**config.mk**
```make
export PLATFORM = sky130hd
export DESIGN_NAME = reg_context_engine_flat
export DESIGN_NICKNAME = d
export VERILOG_FILES = /design/src/rtl/slurm_ctx_pkg.sv /design/src/rtl/reg_context_engine_if.sv /design/src/rtl/ctx_addr_gen.sv /design/src/rtl/reg_context_engine.sv /design/src/flat_wrapper.sv
export SDC_FILE = /design/constraint.sdc
export NUM_CORES = 1
export LEC_CHECK = 0
export BUFFER_PORTS_ARGS = -buffer_cell sky130_fd_sc_hd__buf_2
export CAP_MARGIN = 25
export CORE_UTILIZATION = 25
export DETAILED_ROUTE_END_ITERATION = 8
export PLACE_DENSITY = 0.52
export SETUP_SLACK_MARGIN = 0.3
export SYNTH_ARGS = -nofsm -noshare
export SYNTH_HDL_FRONTEND = slang
export SYNTH_SLANG_ARGS = --single-unit
```
**constraint.sdc**
```tcl
create_clock -name CLK -period 2.2 [get_ports CLK]
set_input_delay 0 -clock CLK [delete_from_list [all_inputs] [get_ports CLK]]
set_output_delay 0 -clock CLK [all_outputs]
set_load 0.01 [all_outputs]
```
**src/rtl/slurm_ctx_pkg.sv**
```systemverilog
// Shared constants and state encoding for the register context engine.
// Widths, the idle write-back register and the ABI register indices live here.
package slurm_ctx_pkg;

  localparam int REG_BITS  = 5;
  localparam int BITS      = 16;
  localparam int NUM_REGS  = 16;
  localparam int ADDR_BITS = 16;

  localparam logic [REG_BITS-1:0] IDLE_REG = REG_BITS'(31);

  localparam logic [REG_BITS-1:0] REG_FP  = REG_BITS'(12);
  localparam logic [REG_BITS-1:0] REG_SP  = REG_BITS'(13);
  localparam logic [REG_BITS-1:0] REG_ILR = REG_BITS'(14);
  localparam logic [REG_BITS-1:0] REG_LR  = REG_BITS'(15);

  typedef enum logic [2:0] {
    ST_IDLE,
    ST_SV_SEL,
    ST_SV_CAP,
    ST_SV_REQ,
    ST_RS_REQ,
    ST_RS_WAIT,
    ST_RS_WR,
    ST_FIN
  } ctx_state_e;

endpackage

```
**src/rtl/reg_context_engine_if.sv**
```systemverilog
// Command, register-file and memory bus bundle of the context engine.
// slave is the engine side, master the surrounding pipeline/memory side.
interface reg_context_engine_if;
  import slurm_ctx_pkg::*;

  logic                 start_save;
  logic                 start_restore;
  logic [ADDR_BITS-1:0] base_addr;
  logic                 busy;
  logic                 done;
  logic [REG_BITS-1:0]  reg_rd_sel;
  logic [BITS-1:0]      reg_rd_data;
  logic [REG_BITS-1:0]  reg_wr_sel;
  logic [BITS-1:0]      reg_wr_data;
  logic [ADDR_BITS-1:0] mem_addr;
  logic [BITS-1:0]      mem_wr_data;
  logic                 mem_wr;
  logic                 mem_rd;
  logic                 mem_ready;
  logic [BITS-1:0]      mem_rd_data;
  logic                 mem_rd_valid;

  modport slave (
    input  start_save, start_restore, base_addr,
    input  reg_rd_data, mem_ready, mem_rd_data, mem_rd_valid,
    output busy, done, reg_rd_sel, reg_wr_sel, reg_wr_data,
    output mem_addr, mem_wr_data, mem_wr, mem_rd
  );

  modport master (
    output start_save, start_restore, base_addr,
    output reg_rd_data, mem_ready, mem_rd_data, mem_rd_valid,
    input  busy, done, reg_rd_sel, reg_wr_sel, reg_wr_data,
    input  mem_addr, mem_wr_data, mem_wr, mem_rd
  );

endinterface

```
**src/rtl/ctx_addr_gen.sv**
```systemverilog
// Base latch, register index, compacted memory offset and last-register detect.
// REG_CONTEXT_MASK_EN: skip registers whose save_mask bit is clear.
module ctx_addr_gen
  import slurm_ctx_pkg::*;
(
  input  logic                 clk_i,
  input  logic                 rst_i,
  input  logic                 load_i,
  input  logic                 adv_i,
  input  logic [ADDR_BITS-1:0] base_i,
`ifdef REG_CONTEXT_MASK_EN
  input  logic [NUM_REGS-1:0]  mask_i,
`endif
  output logic [REG_BITS-1:0]  idx_o,
  output logic [ADDR_BITS-1:0] addr_o,
  output logic                 last_o,
  output logic                 empty_o
);

  logic [ADDR_BITS-1:0] base_q, base_d;
  logic [ADDR_BITS-1:0] off_q, off_d;
  logic [REG_BITS-1:0]  idx_q, idx_d;
  logic [REG_BITS-1:0]  first;
  logic [REG_BITS-1:0]  next;

`ifdef REG_CONTEXT_MASK_EN
  logic [NUM_REGS-1:0] mask_q, mask_d;

  function automatic logic [REG_BITS-1:0] find_set(
    input logic [NUM_REGS-1:0] m,
    input logic [REG_BITS-1:0] from
  );
    logic [REG_BITS-1:0] r;
    r = REG_BITS'(NUM_REGS);
    for (int i = NUM_REGS - 1; i >= 0; i--)
      if (m[i] && (REG_BITS'(i) >= from)) r = REG_BITS'(i);
    return r;
  endfunction

  assign first   = find_set(mask_i, '0);
  assign next    = find_set(mask_q, idx_q + 1'b1);
  assign last_o  = (next == REG_BITS'(NUM_REGS));
  assign empty_o = (mask_q == '0);
`else
  assign first   = '0;
  assign next    = idx_q + 1'b1;
  assign last_o  = (idx_q == REG_BITS'(NUM_REGS - 1));
  assign empty_o = 1'b0;
`endif

  assign idx_o  = idx_q;
  assign addr_o = base_q + off_q;

  // Load on start, step index and compacted offset on each transfer.
  always_comb begin
    base_d = base_q;
    off_d  = off_q;
    idx_d  = idx_q;
`ifdef REG_CONTEXT_MASK_EN
    mask_d = mask_q;
`endif
    if (load_i) begin
      base_d = base_i;
      off_d  = '0;
      idx_d  = first;
`ifdef REG_CONTEXT_MASK_EN
      mask_d = mask_i;
`endif
    end else if (adv_i) begin
      off_d = off_q + 1'b1;
      idx_d = next;
    end
  end

  // Pointer state registers.
  always_ff @(posedge clk_i) begin
    if (rst_i) begin
      base_q <= '0;
      off_q  <= '0;
      idx_q  <= '0;
`ifdef REG_CONTEXT_MASK_EN
      mask_q <= '0;
`endif
    end else begin
      base_q <= base_d;
      off_q  <= off_d;
      idx_q  <= idx_d;
`ifdef REG_CONTEXT_MASK_EN
      mask_q <= mask_d;
`endif
    end
  end

endmodule

```
**src/rtl/reg_context_engine.sv**
```systemverilog
// Saves/restores R0..R15 between the register file and data memory.
// REG_CONTEXT_MASK_EN adds save_mask to transfer a subset of registers.
module reg_context_engine
  import slurm_ctx_pkg::*;
(
  input  logic                CLK,
  input  logic                RST,
`ifdef REG_CONTEXT_MASK_EN
  input  logic [NUM_REGS-1:0] save_mask,
`endif
  reg_context_engine_if.slave bus
);

  ctx_state_e           state_q, state_d;
  logic [BITS-1:0]      wdat_q, wdat_d;
  logic [BITS-1:0]      rdat_q, rdat_d;
  logic                 load, adv;
  logic                 last, empty;
  logic [REG_BITS-1:0]  idx;
  logic [ADDR_BITS-1:0] addr;

  ctx_addr_gen u_addr (
    .clk_i   (CLK),
    .rst_i   (RST),
    .load_i  (load),
    .adv_i   (adv),
    .base_i  (bus.base_addr),
`ifdef REG_CONTEXT_MASK_EN
    .mask_i  (save_mask),
`endif
    .idx_o   (idx),
    .addr_o  (addr),
    .last_o  (last),
    .empty_o (empty)
  );

  assign bus.mem_wr_data = wdat_q;

  // Next state and per-state bus/register-file drive.
  always_comb begin
    state_d         = state_q;
    wdat_d          = wdat_q;
    rdat_d          = rdat_q;
    load            = 1'b0;
    adv             = 1'b0;
    bus.busy        = (state_q != ST_IDLE) && (state_q != ST_FIN);
    bus.done        = (state_q == ST_FIN);
    bus.reg_rd_sel  = '0;
    bus.reg_wr_sel  = IDLE_REG;
    bus.reg_wr_data = '0;
    bus.mem_addr    = '0;
    bus.mem_wr      = 1'b0;
    bus.mem_rd      = 1'b0;
    unique case (state_q)
      ST_IDLE: begin
        if (bus.start_save) begin
          load    = 1'b1;
          state_d = ST_SV_SEL;
        end else if (bus.start_restore) begin
          load    = 1'b1;
          state_d = ST_RS_REQ;
        end
      end
      ST_SV_SEL: begin
        bus.reg_rd_sel = idx;
        state_d = empty ? ST_FIN : ST_SV_CAP;
      end
      ST_SV_CAP: begin
        wdat_d  = bus.reg_rd_data;
        state_d = ST_SV_REQ;
      end
      ST_SV_REQ: begin
        bus.mem_wr   = 1'b1;
        bus.mem_addr = addr;
        if (bus.mem_ready) begin
          adv     = !last;
          state_d = last ? ST_FIN : ST_SV_SEL;
        end
      end
      ST_RS_REQ: begin
        if (empty) begin
          state_d = ST_FIN;
        end else begin
          bus.mem_rd   = 1'b1;
          bus.mem_addr = addr;
          if (bus.mem_ready) state_d = ST_RS_WAIT;
        end
      end
      ST_RS_WAIT: begin
        if (bus.mem_rd_valid) begin
          rdat_d  = bus.mem_rd_data;
          state_d = ST_RS_WR;
        end
      end
      ST_RS_WR: begin
        bus.reg_wr_sel  = idx;
        bus.reg_wr_data = rdat_q;
        adv     = !last;
        state_d = last ? ST_FIN : ST_RS_REQ;
      end
      ST_FIN:  state_d = ST_IDLE;
      default: state_d = ST_IDLE;
    endcase
  end

  // State, store data and load data registers.
  always_ff @(posedge CLK) begin
    if (RST) begin
      state_q <= ST_IDLE;
      wdat_q  <= '0;
      rdat_q  <= '0;
    end else begin
      state_q <= state_d;
      wdat_q  <= wdat_d;
      rdat_q  <= rdat_d;
    end
  end

endmodule

```
**src/flat_wrapper.sv**
```systemverilog
// flat-port wrapper written by rule: the top's interface ports become plain ports
module reg_context_engine_flat import slurm_ctx_pkg::*;
  (CLK, RST, bus_start_save, bus_start_restore, bus_base_addr, bus_reg_rd_data, bus_mem_ready, bus_mem_rd_data, bus_mem_rd_valid, bus_busy, bus_done, bus_reg_rd_sel, bus_reg_wr_sel, bus_reg_wr_data, bus_mem_addr, bus_mem_wr_data, bus_mem_wr, bus_mem_rd);
  reg_context_engine_if bus_i ();
  input  logic CLK;
  input  logic RST;
  input wire logic [$bits(bus_i.start_save)-1:0] bus_start_save;
  input wire logic [$bits(bus_i.start_restore)-1:0] bus_start_restore;
  input wire logic [$bits(bus_i.base_addr)-1:0] bus_base_addr;
  input wire logic [$bits(bus_i.reg_rd_data)-1:0] bus_reg_rd_data;
  input wire logic [$bits(bus_i.mem_ready)-1:0] bus_mem_ready;
  input wire logic [$bits(bus_i.mem_rd_data)-1:0] bus_mem_rd_data;
  input wire logic [$bits(bus_i.mem_rd_valid)-1:0] bus_mem_rd_valid;
  output wire logic [$bits(bus_i.busy)-1:0] bus_busy;
  output wire logic [$bits(bus_i.done)-1:0] bus_done;
  output wire logic [$bits(bus_i.reg_rd_sel)-1:0] bus_reg_rd_sel;
  output wire logic [$bits(bus_i.reg_wr_sel)-1:0] bus_reg_wr_sel;
  output wire logic [$bits(bus_i.reg_wr_data)-1:0] bus_reg_wr_data;
  output wire logic [$bits(bus_i.mem_addr)-1:0] bus_mem_addr;
  output wire logic [$bits(bus_i.mem_wr_data)-1:0] bus_mem_wr_data;
  output wire logic [$bits(bus_i.mem_wr)-1:0] bus_mem_wr;
  output wire logic [$bits(bus_i.mem_rd)-1:0] bus_mem_rd;
  assign bus_i.start_save = bus_start_save;
  assign bus_i.start_restore = bus_start_restore;
  assign bus_i.base_addr = bus_base_addr;
  assign bus_i.reg_rd_data = bus_reg_rd_data;
  assign bus_i.mem_ready = bus_mem_ready;
  assign bus_i.mem_rd_data = bus_mem_rd_data;
  assign bus_i.mem_rd_valid = bus_mem_rd_valid;
  assign bus_busy = bus_i.busy;
  assign bus_done = bus_i.done;
  assign bus_reg_rd_sel = bus_i.reg_rd_sel;
  assign bus_reg_wr_sel = bus_i.reg_wr_sel;
  assign bus_reg_wr_data = bus_i.reg_wr_data;
  assign bus_mem_addr = bus_i.mem_addr;
  assign bus_mem_wr_data = bus_i.mem_wr_data;
  assign bus_mem_wr = bus_i.mem_wr;
  assign bus_mem_rd = bus_i.mem_rd;
  reg_context_engine u_core (.CLK(CLK), .RST(RST), .bus(bus_i));
endmodule
```
# Word level (Yosys, flattened, before mapping)
# Index checks and enable logic that the tools add are counted.
word_totals:
  reg_bits: 72
  in_bits: 54
  output_inout_bits: 62
  wordCells: 49
op_classes:
  add_sub_neg: 3
  eq_ne: 13
  n_mux: 19
  reduce_logical: 8
op_table:
  columns: ["operator", "n"]
  rows:
  - ["$mux W16", 2]
  - ["$pmux W3 S8", 1]
  - ["$mux W3", 6]
  - ["$add A16 B1 Y16 const B", 1]
  - ["$add A16 B16 Y16", 1]
  - ["$eq A3 B3 Y1 const B", 4]
  - ["$mux W5", 2]
  - ["$eq A3 B2 Y1 const B", 2]
  - ["$mux W1", 6]
  - ["$ne A2 B2 Y1 const B", 3]
  - ["$ne A3 B3 Y1 const B", 2]
  - ["$add A5 B1 Y5 const B", 1]
  - ["$eq A5 B4 Y1 const B", 1]
  - ["$reduce_and A4 Y1", 1]
  - ["$reduce_or A2 Y1", 2]
  - ["$eq A3 B1 Y1 const B", 1]
  - ["$logic_not A3 Y1", 1]
  - ["$reduce_bool A3 Y1", 1]
  - ["$mux W2", 1]
  - ["$pmux W1 S2", 1]
  - ["$reduce_and A2 Y1", 1]
  - ["$logic_and A1 B1 Y1", 1]
  - ["$logic_not A1 Y1", 1]

# Depth between registers and ports, before layout
logic_depth:
  word_depth: 4
  depth_mapped: 9
  mapped_depth_nobuf: 8

# By module
# From an unflattened synthesis, not the netlist that was laid out.
hier_totals:
  cells_unflattened: 490
  area_unflattened_um2: 4045.1
modules_own_cells:
  columns: ["module", "instances", "cells_per_inst", "area_per_inst_um2"]
  rows:
  - ["ctx_addr_gen", 1, 253, 2208.4]
  - ["reg_context_engine", 1, 237, 1836.8]

# Worst setup path after synthesis
# No wires, ideal clock.
synth_path:
  kind: "reg2out"
  from: "reg u_core.u_addr.off_q[0]"
  to: "out bus_mem_addr[14]"
  arrival_ps: 2069
  slack_ps: 131
  stages_incl_launch_ff: 9
  path_cell_list: "dfxtp_1 > ha_1 > inv_1 > fa_1 > nor2b_1 > o2111ai_1 > a211oi_1 > a311oi_1 > mux2i_1"
synth_between:
  elab_chain_len: 2
synth_rtl:
  columns: ["element", "line", "text"]
  rows:
  - ["from (decl)", "ctx_addr_gen.sv:21", "logic [ADDR_BITS-1:0] off_q, off_d;"]
  - ["from (signal assigned)", "ctx_addr_gen.sv:79", "off_q <= '0;"]
  - ["from (signal assigned)", "ctx_addr_gen.sv:86", "off_q <= off_d;"]
  - ["$add A16 B16 Y16", "ctx_addr_gen.sv:52", "assign addr_o = base_q + off_q;"]
  - ["$mux W16", null, null]
  - ["to (decl)", "flat_wrapper.sv:19", "output wire logic [$bits(bus_i.mem_addr)-1:0] bus_mem_addr;"]
# Every way passes these cells.

# Final worst setup path
layout_path:
  from: "reg u_core.u_addr.base_q[0]"
  to: "out bus_mem_addr[12]"
layout_between:
  elab_chain_len: 2
layout_rtl:
  columns: ["element", "line", "text"]
  rows:
  - ["from (decl)", "ctx_addr_gen.sv:20", "logic [ADDR_BITS-1:0] base_q, base_d;"]
  - ["from (signal assigned)", "ctx_addr_gen.sv:85", "base_q <= base_d;"]
  - ["$add A16 B16 Y16", "ctx_addr_gen.sv:52", null]
  - ["$mux W16", null, null]
# Every way passes these cells.

==> flow_summary.ini <==
[status]
status = finished, violations left
violations_in_the_final_reports = negative setup slack

[setup_path]
crit_path_start_kind = register
reg2reg_from = u_core.u_addr.idx_o[0]
worstPathCellList = ha_4, inv_2, fa_2, nor2b_4, o2111ai_4, a211oi_2, buf_4, o31ai_2, o41ai_2, buf_2
rrSetupSlack_ns = 0.37
critical_path_arrival_ns = 2.32
crit_buf_inv = 3
crit_family = compound AO/OA/AOI/OAI gates
rr_endpoint = u_core.u_addr.off_q[5]
worstPathMaxFanout = 3
critPathCaptureType = output pin
worstSetupPathType = register to output pin
worst_r2r_path_depth = 8
critical-path-max-stage-delay_ns = 0.36
cell_with_the_biggest_individual_delay_on_the_critical_path = sky130_fd_sc_hd__fa_2
worst_ep_required_time_ns = 2.20

[grt]
grt_start_max_net_pins = 29
grt_pass1_vias = 4094
grtUsageTotal_pct = 15.7
grt_first_pass_wirelength_microns = 19700
grt_remaining_overflow = 0
grt_antenna_before_repair = 0

[synthesis]
synthDominantAreaCellType = sky130_fd_sc_hd__dfxtp_1
synth_seq_area_share_pct = 37.7
post_synth_num_cell_types = 50
yosysTopAreaCellShare_pct = 37.7
synth-edff-count = 0
dominantRegCellSynth = sky130_fd_sc_hd__dfxtp_1
synth-seq-cells = 72
synth_top_cells_by_area = sky130_fd_sc_hd__dfxtp_1, sky130_fd_sc_hd__nand2_1, sky130_fd_sc_hd__a21oi_1, sky130_fd_sc_hd__ha_1, sky130_fd_sc_hd__nor2_1
postSynthNetCount = 572
avgSynthCellArea_sq_um = 7.67
synthCells = 499
ys.warnings.count = 0
synth_async_sr_flop_share_pct = 0
most_frequently_used_cell_type_in_the_post_synthesis_netlist = sky130_fd_sc_hd__nand2_1
synth.cell_area_sq_um = 3830
synth.cells.most_frequent = sky130_fd_sc_hd__nand2_1, sky130_fd_sc_hd__dfxtp_1, sky130_fd_sc_hd__a21oi_1, sky130_fd_sc_hd__nor2_1, sky130_fd_sc_hd__and2_1

[placed_design]
gpl.final_weighted_congestion = 0.852
port_buffers = 115
hpwl_microns = 8080

[floorplan]
die-width_microns = 126
io_pins = 116
initial_core_util_pct = 25.9
core_region_area_sq_um = 14800
die_y_microns = 126
core.rowCount = 44
dieArea_sq_um = 15800

[timing]
rsz0062_at_grt = yes
fin_ws_ns = -0.124
final.hold.worst_slack_ns = 0.130
timing.final.max_slew_violations = 0
slew_headroom_pct = 61.0
hold_viol_final = 0
setup_total_negative_slack_ns = -0.296
finalSetupViolCount = 5
worst_slew_pin_slew_ns = 0.584
finClkSkew_ns = 0.00736
period_minus_slack_ns = 2.32
finalCritPeriodShare_pct = 106
achievable-frequency_mhz = 430

[detailed_routing]
average_via_count_per_standard_cell = 4.68
wire_per_inst_microns = 13.8
drc = 0
detailroute.via_count = 4130
initialDrtViolationCount = 151
drt_pass1_iterations = 4
antenna_violating_nets_post_route = 0
drt_wl_total_microns = 12200

[final_layout]
layout-drive-gt1-share_pct = 36.0
num-fill-cells = 1448
finish.net_count = 765
synthToLayoutAreaGrowth_pct = 60.3

[hold_path]
worstHoldStart = bus_mem_ready
timing.hold.worst.class = input port to register
whs_endpoint = u_core.state_q[0]
holdPathStages = 4

[clock_tree]
clkTransAtPathRegs_ns = 0.06
clock_tree.root_cell = sky130_fd_sc_hd__clkbuf_16
cts_buffer_depth = 2
cts_num_sinks = 72
cts_inserted_buffers = 9
clkLatencyLatePin_ns = 0.34
clock_tree_from_tritoncts = built
ctsHtreeMaxLevel = 3

[pwr]
report.power.total_w = 0.00526
irDropWorstVdd_v = 0.000352
cellPowerDensity_nw_per_um2 = 857
p_leak_nw = 2.53

[flow_run]
drv_cap = 0
layout by cell type (no fill, tap or decap), types with 8 or more instances in the layout:
cell                            count
sky130_fd_sc_hd__nand2_1          119
sky130_fd_sc_hd__buf_2            115
sky130_fd_sc_hd__a21oi_1           61
sky130_fd_sc_hd__dfxtp_1           51
sky130_fd_sc_hd__dlygate4sd3_1     48
sky130_fd_sc_hd__nor2_1            40
sky130_fd_sc_hd__buf_4             37
sky130_fd_sc_hd__and2_1            21
sky130_fd_sc_hd__xor2_1            17
sky130_fd_sc_hd__dfxtp_2           15
sky130_fd_sc_hd__ha_4              13
sky130_fd_sc_hd__nand4_1           10
sky130_fd_sc_hd__clkbuf_16          9
sky130_fd_sc_hd__inv_1              8
power by group:
group | switching, W | total, W | leakage, nW | internal [W]
combinational | 0.00115 | 0.00195 | 1.78 | 0.000804
sequential | 0.000163 | 0.00165 | 0.595 | 0.00149
clock | 0.000565 | 0.00165 | 0.161 | 0.00109
cell families (layout without fill, tap and decap cells):
logic type	count (synthesis)	after routing	share of synthesized area, %
buf+inv	35	233	3.66
compound gates	111	111	18.0
xor+xnor	22	22	5.04
fa+ha+maj	19	19	6.41
flops	72	72	37.7
other cells	0	1	0
mux	7	7	1.83
simple gates	233	233	27.4
final cells by class:
class	count	area [sq um]	area share, %
antenna	1	2.50	0.0408
inverter	10	37.5	0.612
clock inverter	4	75.1	1.22
timing repair buffer	207	1410	23.0
multi-input combinational	392	2630	42.8
sequential	72	1480	24.2
clock buffer	12	267	4.35
tap	184	230	3.75
per-layer routing:
layer	share of wire [%]	track usage, %
met1	44	18.1
met2	49	27.9
met3	5.3	5.01
met4	1.6	4.23
met5	0	0
worst max-delay path by stage:
stage / depth (start not counted) / from / end
floorplan: 8 / u_core.u_addr.off_q[0] / bus_mem_addr[14]
global placement: 9 / u_core.u_addr.off_q[0] / bus_mem_addr[14]
detailed placement: 9 / u_core.u_addr.off_q[0] / bus_mem_addr[10]
CTS: 10 / u_core.u_addr.off_q[0] / bus_mem_addr[12]
global route: 10 / u_core.u_addr.base_q[0] / bus_mem_addr[12]
finish: 10 / u_core.u_addr.base_q[0] / bus_mem_addr[12]
per-stage QoR:
stage          std cells  setup slack [ns]  cell area, sq um  utilization (%)
2_1_floorplan        499             0.265              3860                -
3_3_place_gp         790            0.0882              4690             31.8
3_5_place_dp         790            0.0517              4690             31.8
4_1_cts              874            -0.115              5960             40.4
5_1_grt              881            -0.208              6130             41.5
6_report             882            -0.124              6130             41.6
tightest hold or removal path, delay by kind of cell:
family | cells | cell delay, ns
AOI/OAI and AO/OA | 1 | 0.11
and+or+nand+nor | 1 | 0.07
buffers and inverters | 1 | 0.12
muxes | 1 | 0.12
timing repair:
| item | CTS | global route |
|---|---|---|
| buffers inserted | 20 | 7 |
| pin swaps | 21 | 25 |
| setup endpoints to repair | 27 | 58 |
| endpoints found under the hold margin | 48 | 0 |
| gates resized for setup | 61 | 28 |
| hold buffers | 48 | 0 |
sequential cells by signal, indices dropped and copies added, names as in the netlist:
register and cells:
u_core.u_addr.off_q 16, u_core.u_addr.base_q 16, u_core.state_q 3, u_core.bus.mem_wr_data 16, u_core.u_addr.idx_o 5, u_core.rdat_q 16
No activity file was read; power rests on OpenSTA's default activity.
